[config.mk]
export PLATFORM = sky130hd
export DESIGN_NAME = dm_lsu
export DESIGN_NICKNAME = d
export VERILOG_FILES = /design/src/rtl/lsu_pkg.sv /design/src/rtl/lsu_align.sv /design/src/rtl/dm_lsu.sv
export SDC_FILE = /design/constraint.sdc
export NUM_CORES = 1
export LEC_CHECK = 0
export CORE_MARGIN = 4
export CORE_UTILIZATION = 35
export DETAILED_ROUTE_END_ITERATION = 6
export GPL_TIMING_DRIVEN = 0
export PLACE_DENSITY = 0.66
export SLEW_MARGIN = 20
export SYNTH_ARGS = -nofsm -noshare
export SYNTH_HDL_FRONTEND = slang
export SYNTH_SLANG_ARGS = --single-unit
[constraint.sdc]
create_clock -name clk -period 6.6 [get_ports clk]
set_clock_uncertainty 0.2 [all_clocks]
set_input_delay 1.32 -clock clk [delete_from_list [all_inputs] [get_ports clk]]
set_output_delay 1.32 -clock clk [all_outputs]
set_load 0.05 [all_outputs]
[src/rtl/lsu_pkg.sv]
// Shared definitions for the load/store unit: size encodings, FSM state
// type and the lane merge/extract helpers used for sub-word accesses.
package lsu_pkg;

  localparam int DATA_W = 32;

  localparam logic [1:0] SZ_B = 2'b00;
  localparam logic [1:0] SZ_H = 2'b01;
  localparam logic [1:0] SZ_W = 2'b10;

  typedef enum logic {IDLE = 1'b0, RMW_WR = 1'b1} state_t;

  // Replace the addressed byte/half lane of word with the low bits of data.
  // Word size returns data unchanged.
  function automatic logic [31:0] lane_merge(input logic [31:0] word,
                                             input logic [31:0] data,
                                             input logic [1:0]  size,
                                             input logic [1:0]  off);
    logic [31:0] r;
    r = word;
    case (size)
      SZ_B:    r[{off, 3'b000} +: 8]      = data[7:0];
      SZ_H:    r[{off[1], 4'b0000} +: 16] = data[15:0];
      default: r = data;
    endcase
    return r;
  endfunction

  // Pull the addressed lane out of word and sign/zero-extend it to 32 bits.
  function automatic logic [31:0] lane_extract(input logic [31:0] word,
                                               input logic [1:0]  size,
                                               input logic [1:0]  off,
                                               input logic        uns);
    logic [7:0]  b;
    logic [15:0] h;
    logic [31:0] r;
    b = word[{off, 3'b000} +: 8];
    h = word[{off[1], 4'b0000} +: 16];
    case (size)
      SZ_B:    r = uns ? {24'd0, b} : {{24{b[7]}}, b};
      SZ_H:    r = uns ? {16'd0, h} : {{16{h[15]}}, h};
      default: r = word;
    endcase
    return r;
  endfunction

endpackage

[src/rtl/lsu_align.sv]
// Combinational alignment check plus load extract / store merge.
// Ports:
//   size, off   request size and byte offset within the word
//   uns         zero-extend loads when set
//   word        current memory word (dm_dout)
//   wdata       right-aligned store data
//   err         misaligned or illegal-size access
//   rdata       extended load result
//   merged      word with the store lane replaced
module lsu_align
  import lsu_pkg::*;
(
  input  logic [1:0]  size,
  input  logic [1:0]  off,
  input  logic        uns,
  input  logic [31:0] word,
  input  logic [31:0] wdata,
  output logic        err,
  output logic [31:0] rdata,
  output logic [31:0] merged
);

  always_comb begin
    err = (size == 2'b11) ||
          (size == SZ_H && off[0]) ||
          (size == SZ_W && off != 2'b00);
  end

  assign rdata  = lane_extract(word, size, off, uns);
  assign merged = lane_merge(word, wdata, size, off);

endmodule

[src/rtl/dm_lsu.sv]
// Load/store unit in front of a word-only data memory with combinational
// read and synchronous write. Loads and word stores complete in one cycle;
// byte/half stores read the word, merge, and write it back the next cycle.
// Ports:
//   clk, rst                     clock, synchronous active-high reset
//   req_*                        CPU request (valid/ready handshake)
//   rsp_valid/rsp_rdata/rsp_err  one-cycle registered response pulse
//   dm_we/dm_addr/dm_din/dm_dout data memory word port
module dm_lsu
  import lsu_pkg::*;
#(
  parameter int ADDR_W = 10,
  parameter int DATA_W = 32
) (
  input  logic              clk,
  input  logic              rst,
  input  logic              req_valid,
  output logic              req_ready,
  input  logic              req_we,
  input  logic [1:0]        req_size,
  input  logic              req_unsigned,
  input  logic [ADDR_W-1:0] req_addr,
  input  logic [DATA_W-1:0] req_wdata,
  output logic              rsp_valid,
  output logic [DATA_W-1:0] rsp_rdata,
  output logic              rsp_err,
  output logic              dm_we,
  output logic [ADDR_W-3:0] dm_addr,
  output logic [DATA_W-1:0] dm_din,
  input  logic [DATA_W-1:0] dm_dout
);

  state_t            state;
  logic [ADDR_W-3:0] rmw_addr;
  logic [31:0]       rmw_data;
  logic              accept, mis;
  logic [31:0]       ext_data, merged;

  assign req_ready = (state == IDLE);
  assign accept    = req_valid && req_ready;

  lsu_align u_align (
    .size   (req_size),
    .off    (req_addr[1:0]),
    .uns    (req_unsigned),
    .word   (dm_dout),
    .wdata  (req_wdata),
    .err    (mis),
    .rdata  (ext_data),
    .merged (merged)
  );

  // IDLE: address tracks the request; write only for an accepted, aligned
  // word store. RMW_WR: replay the latched merge, unless reset cuts it off.
  always_comb begin
    dm_addr = req_addr[ADDR_W-1:2];
    dm_din  = req_wdata;
    dm_we   = 1'b0;
    if (state == RMW_WR) begin
      dm_addr = rmw_addr;
      dm_din  = rmw_data;
      dm_we   = !rst;
    end else if (accept && req_we && !mis && req_size == SZ_W) begin
      dm_we = 1'b1;
    end
  end

  always_ff @(posedge clk) begin
    if (rst) begin
      state     <= IDLE;
      rsp_valid <= 1'b0;
      rsp_err   <= 1'b0;
      rsp_rdata <= '0;
      rmw_addr  <= '0;
      rmw_data  <= '0;
    end else begin
      rsp_valid <= 1'b0;
      rsp_err   <= 1'b0;
      rsp_rdata <= '0;
      case (state)
        IDLE: begin
          if (accept) begin
            if (mis) begin
              rsp_valid <= 1'b1;
              rsp_err   <= 1'b1;
            end else if (!req_we) begin
              rsp_valid <= 1'b1;
              rsp_rdata <= ext_data;
            end else if (req_size == SZ_W) begin
              rsp_valid <= 1'b1;
            end else begin
              rmw_addr <= req_addr[ADDR_W-1:2];
              rmw_data <= merged;
              state    <= RMW_WR;
            end
          end
        end
        RMW_WR: begin
          rsp_valid <= 1'b1;
          state     <= IDLE;
        end
        default: state <= IDLE;
      endcase
    end
  end

endmodule

==> Word level (Yosys, flattened, before mapping) <==
Index checks and enable logic that the tools add are counted.
{ "word_totals": {"inputBits": 81, "reg_bits": 75, "out_inout_bits": 76, "word_cells": 57} }
{ "classes": {"bitwise": 4, "reduce_logical": 15, "n_addsub": 2, "n_mux": 21, "shift": 6, "eq_ne": 3} }
{ "ops": {"columns": ["cell", "count"], "rows": [
  ["32-bit case mux with 2 select lines", 2],
  ["32-bit 2-to-1 mux", 3],
  ["32-bit bitwise mux", 2],
  ["16-bit by 7-bit variable shift with 32-bit output (first input constant)", 1],
  ["8-bit by 7-bit variable shift with 32-bit output (first input constant)", 1],
  ["16-bit by 7-bit variable part select with 32-bit output", 1],
  ["32-bit by 6-bit variable part select with 16-bit output", 1],
  ["32-bit by 6-bit variable part select with 8-bit output", 1],
  ["8-bit by 7-bit variable part select with 32-bit output", 1],
  ["5-bit negation with 7-bit output", 2],
  ["1-bit 2-to-1 mux", 11],
  ["8-bit 2-to-1 mux", 1],
  ["1-bit logical AND", 6],
  ["5-bit AND reduction", 1],
  ["5-bit OR reduction", 1],
  ["2-bit == test (second input constant)", 2],
  ["1-bit inverter", 4],
  ["1-bit case mux with 2 select lines", 2],
  ["3-bit OR reduction", 1],
  ["2-bit by 1-bit == test with 1-bit output (second input constant)", 1],
  ["1-bit logical NOT", 2],
  ["2-bit logical NOT", 1],
  ["1-bit logical OR", 2],
  ["2-bit nonzero test", 1]
]} }

==> Depth between registers and ports, before layout <==
Gate-level depths: netlist of run 1.
{ "logic_depth": {"ltp_word": 9, "ltp_mapped": 10} }

==> Cells and area by module <==
From an unflattened synthesis of run 1, not the netlist that was laid out.
{ "hier_totals": {"cells_unflattened": 547, "hier_area_um2": 5043.6} }
{ "by_module_without_submodules": {"columns": ["mod", "cells_per_inst", "area_per_inst_um2", "instances"], "rows": [
  ["dm_lsu", 300, 3299.4, 1],
  ["lsu_align", 247, 1744.2, 1]
]} }

==> Worst setup path after synthesis of run 1 <==
Ideal clock, no wire load.
{ "synth_timing": {"path_kind": "input -> output", "start": "input port req_addr[1]", "end": "output port dm_we", "path_slack_ns": 1.980, "stages": 7, "n_path_buf": 2, "arrival_ns": 3.100, "path_cell_list": "buf_4 -> buf_4 -> inv_1 -> ha_1 -> nor2b_4 -> nand4_1 -> mux2i_1"} }
{ "synth_between": {"elab_chain_cells": 8} }
{ "synth_lines": {"columns": ["element", "line", "text"], "rows": [
  ["start: declaration", "dm_lsu.sv:22", "input logic [ADDR_W-1:0] req_addr,"],
  ["2-bit nonzero test", "lsu_align.sv:26", "(size == SZ_W && off != 2'b00);"],
  ["1-bit logical AND", "lsu_align.sv:26", null],
  ["1-bit logical OR", "lsu_align.sv:25", "(size == SZ_H && off[0]) ||"],
  ["1-bit logical NOT", "dm_lsu.sv:63", "end else if (accept && req_we && !mis && req_size == SZ_W) begin"],
  ["1-bit logical AND (2 in a row)", "dm_lsu.sv:63", null],
  ["1-bit 2-to-1 mux", "dm_lsu.sv:63", null],
  ["1-bit 2-to-1 mux", "dm_lsu.sv:59", "if (state == RMW_WR) begin"],
  ["end: declaration", "dm_lsu.sv:27", "output logic dm_we,"]
]} }
No other way between the ends.

==> Worst setup path after layout of run 1 <==
Same ends and word-level chain as after synthesis.

==> summary.txt, run 1 <==
Timing
  • Crit path time final: 5.60 ns
  • Fmax: 0.178 GHz
  • Worst Max-Slew Pin Slew: 0.786 ns
  • Setup Viol. Count Final: 0
  • Final slew viol count: 0
  • Worst slew margin relative to its limit: 0.472
  • Fin Setup TNS: 0 ns
  • Period Utilization, post-route: 0.849
  • Fin. Hold Viols: 0
  • RSZ-0062 raised after global routing: false

Final layout
  • Cell area after layout: 6150 sq um
  • Fin nets: 712
  • Util after Layout: 0.538
  • Layout cells sized above 1: 0.173
  • Ant diodes: 0
  • Layout Area Growth over Synthesis: 50.5%

Worst setup path
  • Required @ worst endpoint: 5.08 ns
  • Worst r2r dst: rmw_data[22]$_SDFFE_PP0P_
  • Critical-path cell list: clkdlybuf4s50_1, buf_4, buf_4, inv_1, ha_1, nor2b_4, nand4_1, mux2i_1, clkdlybuf4s50_1
  • Crit Path Class: primary input to output pin
  • CP max stage delay: 0.84 ns
  • CP Capture Type: output pin
  • Worst r2r src: state$_SDFF_PP0_
  • Crit path DAT: 4.08 ns
  • Worst r2r path cells: 6
  • Critical Path Slowest Stage Cell: clkdlybuf4s50_1
  • R2R setup slack: 4.46 ns
  • CP max FO: 10
  • Startpoint types: primary input

Clock network
  • Num CTS Buffers: 9
  • H-Tree Depth: 3
  • Hold-fix buffers, CTS: 0
  • Cell chosen for the clock root: clkbuf_16
  • CTS sink cnt: 75
  • TritonCTS clock tree: yes
  • Post-CTS Resized: 0
  • Clock buffer depth: 2
  • Clock Latency Late Sink: 0.33 ns
  • Setup bufs post-CTS: 0
  • Clock transition at path regs: 0.06 ns

Yosys
  • Top cell type's share of synthesized area: 0.368
  • Seq/Total Area, Yosys: 0.368
  • Synth warn: 0
  • Post-Syn Area: 4090 sq um
  • Mapped Avg Cell Area: 8.86 sq um
  • Area leader, netlist: dfxtp_1
  • Syn Inst Count: 461
  • Syn_nets: 547
  • Unique cell type count in the Yosys netlist: 50
  • Ys async rst share: 0
  • Synth area leaders: dfxtp_1 (37%), mux2_2 (13%), a21oi_1 (5.3%)
  • Yosys reg bits: 75
  • Post-synth EDFFs: 0
  • Main flop type after synthesis: dfxtp_1

Global route
  • Grt ovf: 0
  • Initial antenna violation count: 0
  • Global-route wire length before repair: 23.8 mm
  • Vias in the first global route: 4248
  • Largest net degree at the start of global routing: 13
  • Total GRT Usage: 0.232

Floorplanning
  • Die width: 116 um
  • Full die area: 13500 sq um
  • Io pins: 157
  • Die Y: 116 um
  • Starting density of the core: 0.358
  • Core ar.: 11400 sq um
  • Rows: 39

Detailed routing
  • Drt pass-1 iters: 5
  • Residual DRC: 0
  • Initial DRC count: 261
  • Post-route ant nets: 0
  • Total number of vias: 4292
  • Vias/cell: 5.55
  • Final WL: 15.8 mm
  • DR WL/cell: 20.4 um

Place
  • IO buf count: 154
  • Dpl hpwl: 12.6 mm
  • Global placement routability congestion: 0.895
  • Post-placement cell area: 5810 sq um

Power and ir drop
  • Leak Pwr: 2.38 nW
  • Maximum vdd drop: 0.000120 V
  • Pwr Total: 0.00136 W
  • PD cells: 221 nW/um^2

Min path
  • Worst hold path type: flop to flop
  • Hold path depth: 2
  • Hold_sp: rmw_addr[6]$_SDFFE_PP0P_
  • Endpoint with the worst hold slack: rmw_addr[6]$_SDFFE_PP0P_

Run status
  • Status: complete, no violations

Flow run
  • Max Cap Viol: 0
==> cell usage in the layout, fill, tap and decap left out, types with 16 or more instances in the layout <==
master	Yosys	final
a211oi_1	17	17
a21oi_1	43	43
clkbuf_1	15	16
clkdlybuf4s50_1	0	154
dfxtp_1	75	75
inv_1	19	19
mux2_2	47	47
nand2_1	49	49
nor2_1	37	37
o21ai_0	17	17
==> critical path, delay by kind of cell <==
kind                       cells  cell delay (ns)
muxes                          1             0.15
and+or+nand+nor                2             0.38
buffers and inverters          5             1.93
adders and majority gates      1             0.31
==> flip-flops by register name (all words and copies together) (netlist names) <==
| signal | count |
|---|---|
| rsp_valid | 1 |
| state | 1 |
| rmw_data | 32 |
| rsp_err | 1 |
| rmw_addr | 8 |
| rsp_rdata | 32 |
==> how the worst max path moves through the flow <==
stage	depth (start not counted)	startpoint	to
floorplan	7	req_addr[1]	dm_we
global placement	9	req_addr[1]	dm_we
detailed placement	9	req_addr[1]	dm_we
CTS	9	req_addr[1]	dm_we
global route	9	req_addr[1]	dm_we
finish	9	req_addr[1]	dm_we
==> logic make-up (layout without fill, tap and decap cells) <==
| kind of cell | count (synthesis) | in the layout | share of synthesized area |
|---|---|---|---|
| AOI/OAI and AO/OA | 142 | 142 | 0.254 |
| and+or+nand+nor | 126 | 126 | 0.145 |
| DFF | 75 | 75 | 0.368 |
| buffers and inverters | 61 | 230 | 0.0763 |
| muxes | 52 | 52 | 0.142 |
| adders and majority gates | 5 | 5 | 0.0153 |
==> Yosys cell counts (2+ instances only) <==
cell type   n
dfxtp_1    75
nand2_1    49
mux2_2     47
a21oi_1    43
nor2_1     37
inv_1      19
a211oi_1   17
o21ai_0    17
clkbuf_1   15
a221oi_1   12
buf_2      12
nor3_1     11
nand3_1     9
o221a_2     9
a31oi_1     8
o2111ai_1   8
o211a_1     8
a32oi_1     7
buf_4       6
buf_6       6
ha_1        5
mux2i_1     5
nand2b_1    3
nor2b_1     3
a21boi_2    2
a221oi_2    2
buf_1       2
nand4_1     2
==> through the flow <==
stage                     hold WS [ns]  instances  setup slack [ns]
final                            0.257        773             0.997
after global routing             0.277        773             0.870
after CTS                        0.255        773              1.01
after detailed placement         0.247        758              1.00
after global placement           0.239        758              1.02
after floorplan                  0.233        461              1.98
==> report_power, final <==
part | switching [W] | internal, W | leakage (nW) | total, W
registers | 0.00000685 | 0.000468 | 0.609 | 0.000474
clock network | 0.000196 | 0.000379 | 0.166 | 0.000575
logic | 0.000183 | 0.000127 | 1.61 | 0.000310
==> metal layers <==
metal,global-route usage,share of wire
met3,0.0418,0.071
met4,0.0858,0.025
met5,0,0
met2,0.377,0.47
met1,0.308,0.43
==> cell type report <==
| type | count | area (sq um) |
|---|---|---|
| clock buffers | 11 | 243 |
| plain buffers | 41 | 236 |
| well taps | 143 | 179 |
| repair buffers | 154 | 1540 |
| multi-input cells | 325 | 2270 |
| inverters | 20 | 75.1 |
| clock inverters | 4 | 98.8 |
| flip-flops and latches | 75 | 1500 |
| fillers | 1093 | 5270 |
Note: power is estimated with default switching activity, not from simulation.
==> run 2, diff against run 1 <==
==> constraint.sdc (replaced) <==
create_clock -name clk -period 5.5 [get_ports clk]
set_clock_uncertainty 0.2 [all_clocks]
set_input_delay 1.1 -clock clk [delete_from_list [all_inputs] [get_ports clk]]
set_output_delay 1.1 -clock clk [all_outputs]
set_load 0.05 [all_outputs]
==> results of run 2 <==
The final DEF is identical to that of run 1. Status: complete, no violations.
Main changes from that run: setup slack after placement 1.00 ns -> 0.345 ns; setup slack after layout 0.997 ns -> 0.337 ns; register-to-register setup slack 4.46 ns -> 3.36 ns; total power 0.00136 W -> 0.00163 W; worst IR drop on VDD 0.000120 V -> 0.000144 V
==> run 3, diff against run 2 <==
--- a/config.mk
+++ b/config.mk
@@ -5,11 +5,12 @@
 export SDC_FILE = /design/constraint.sdc
 export NUM_CORES = 1
 export LEC_CHECK = 0
+export ABC_AREA = 0
 export CORE_MARGIN = 4
 export CORE_UTILIZATION = 35
 export DETAILED_ROUTE_END_ITERATION = 6
 export GPL_TIMING_DRIVEN = 0
-export PLACE_DENSITY = 0.66
+export PLACE_DENSITY = 0.69
 export SLEW_MARGIN = 20
 export SYNTH_ARGS = -nofsm -noshare
 export SYNTH_HDL_FRONTEND = slang
==> constraint.sdc (replaced) <==
create_clock -name clk -period 4.3 [get_ports clk]
set_clock_uncertainty 0.2 [all_clocks]
set_input_delay 0.86 -clock clk [delete_from_list [all_inputs] [get_ports clk]]
set_output_delay 0.86 -clock clk [all_outputs]
set_load 0.05 [all_outputs]
==> summary.txt, run 3 (synthesized netlist as in run 1, its figures left out) <==
Worst setup path
  • R2R setup slack: 2.18 ns
  • Required @ worst endpoint: 3.24 ns
  • CP Buf/Inv Count: 5
  • CP Capture Type: output pin
  • Delay-heaviest family, CP: buffers and inverters
  • CP max FO: 10
  • Critical-path cell list: clkdlybuf4s50_1, buf_4, buf_4, inv_1, ha_1, nor2b_4, nand4_1, mux2i_1, clkbuf_4
  • CP max stage delay: 0.55 ns
  • Crit path DAT: 3.11 ns
  • Startpoint types: primary input
  • Most used cell, CP: buf_4
  • Crit Path Class: primary input to output pin
  • Critical Path Slowest Stage Cell: clkdlybuf4s50_1

Clock network
  • Num CTS Buffers: 9
  • Hold-fix buffers, CTS: 0
  • Clock transition at path regs: 0.06 ns
  • Cell chosen for the clock root: clkbuf_16
  • Clock Latency Late Sink: 0.34 ns
  • H-Tree Depth: 3
  • Clock buffer depth: 2
  • CTS sink cnt: 75
  • TritonCTS clock tree: yes

Timing
  • Period Utilization, post-route: 0.969
  • Fmax: 0.240 GHz
  • Crit path time final: 4.17 ns
  • Setup Viol. Count Final: 0
  • Final slew viol count: 0
  • RSZ-0062 raised after global routing: false
  • Fin. Hold Viols: 0
  • Worst Max-Slew Pin Slew: 0.776 ns
  • Worst slew margin relative to its limit: 0.479

Detailed routing
  • Final WL: 15.2 mm
  • DR WL/cell: 19.7 um
  • Post-route ant nets: 0
  • Drt pass-1 iters: 5
  • Initial DRC count: 297
  • Vias/cell: 5.58
  • Residual DRC: 0
  • Total number of vias: 4310

Floorplanning
  • Full die area: 13500 sq um
  • Die Y: 116 um
  • Starting density of the core: 0.358
  • Io pins: 157
  • Core ar.: 11400 sq um
  • Rows: 39
  • Die width: 116 um

Final layout
  • Number of fill cells: 1054
  • Layout cells sized above 1: 0.176
  • Util after Layout: 0.534
  • Most common cell after layout, fill and taps aside: clkdlybuf4s50_1
  • Commonest non-fill, non-tap cells in the layout: clkdlybuf4s50_1 (153), dfxtp_1 (75), nand2_1 (49)
  • Cell area after layout: 6100 sq um
  • Top flop regs: rmw_data (32), rsp_rdata (32), rmw_addr (8)
  • Ant diodes: 0
  • Fin nets: 712
  • Layout Area Growth over Synthesis: 49.2%

Global route
  • Vias in the first global route: 4197
  • Largest net degree at the start of global routing: 13
  • Global-route wire length before repair: 23.0 mm
  • Initial antenna violation count: 0
  • Total GRT Usage: 0.223
  • Grt ovf: 0

Place
  • Dpl hpwl: 12.0 mm
  • Post-placement cell area: 5810 sq um
  • IO buf count: 154
  • Global placement routability congestion: 0.963

Min path
  • Worst hold path type: flop to flop

Power and ir drop
  • Leak Pwr: 2.37 nW
  • PD cells: 322 nW/um^2
  • Maximum vdd drop: 0.000198 V

Flow run
  • Max Cap Viol: 0

Run status
  • Status: complete, no violations
[run 3: cell types whose count changed in the layout (fill, tap and decap cells not counted), sizes merged]
cell,previous run,this run
bufinv,3,1
clkdlybuf4s50,154,153
clkinv,1,4
[run 3: path summary, 6_finish.rpt]
kind	from	end	depth (start not counted)
max reg2reg	state$_SDFF_PP0_	rmw_data[23]$_SDFFE_PP0P_	6
max	req_addr[1]	dm_we	9
min reg2reg	rmw_addr[7]$_SDFFE_PP0P_	rmw_addr[7]$_SDFFE_PP0P_	2
min	rmw_addr[7]$_SDFFE_PP0P_	rmw_addr[7]$_SDFFE_PP0P_	2
[run 3: report_power, final]
group | switching [W] | internal [W]
sequential | 0.0000103 | 0.000718
combinational | 0.000280 | 0.000194
clock | 0.000298 | 0.000460
[run 3: per-stage QoR]
step | setup TNS (ns) | instances | hold WS [ns] | total power (W) | worst slack (ns)
6_report | 0 | 773 | 0.258 | 0.00196 | 0.133
3_5_place_dp | -0.388 | 758 | 0.251 | 0.00121 | -0.388
5_1_grt | 0 | 773 | 0.287 | 0.00203 | 0.000588
4_1_cts | 0 | 773 | 0.263 | 0.00196 | 0.0430
2_1_floorplan | 0 | 461 | 0.233 | 0.00101 | 0.600
3_3_place_gp | -0.383 | 758 | 0.239 | 0.00121 | -0.383
[run 3: cell type report]
type	count	area, sq um	share of cell area
multi-input combinational	325	2270	0.373
clock inverter	5	53.8	0.00883
buffer	41	236	0.0388
inverter	20	75.1	0.0123
timing repair buffer	154	1540	0.252
tap	143	179	0.0294
sequential	75	1500	0.246
clock buffer	10	239	0.0392
[run 3: layer usage]
layer  global-route usage  wire, um  vias up  share of wire
li1                     -         -     2019              -
met1                0.305      6530     2044           0.43
met2                0.349      6980      214           0.46
met3               0.0480      1290       33          0.085
met4               0.0727       401        0          0.026
met5                    0         0        -              0
[run 3: what timing repair did]
action / in CTS / in global routing
endpoints found under the setup margin: 1 / 1
buffers inserted: 0 / 0
pin swaps: 0 / 0
resized for setup: 3 / 3
gates cloned: 0 / 0
[run 3: worst register-to-register path: cells and delay by family, from the launching register on]
| family | cells | cell delay (ns) |
|---|---|---|
| flops | 1 | 0.30 |
| simple gates | 2 | 0.35 |
| compound gates | 1 | 0.49 |
| buf+inv | 3 | 0.66 |
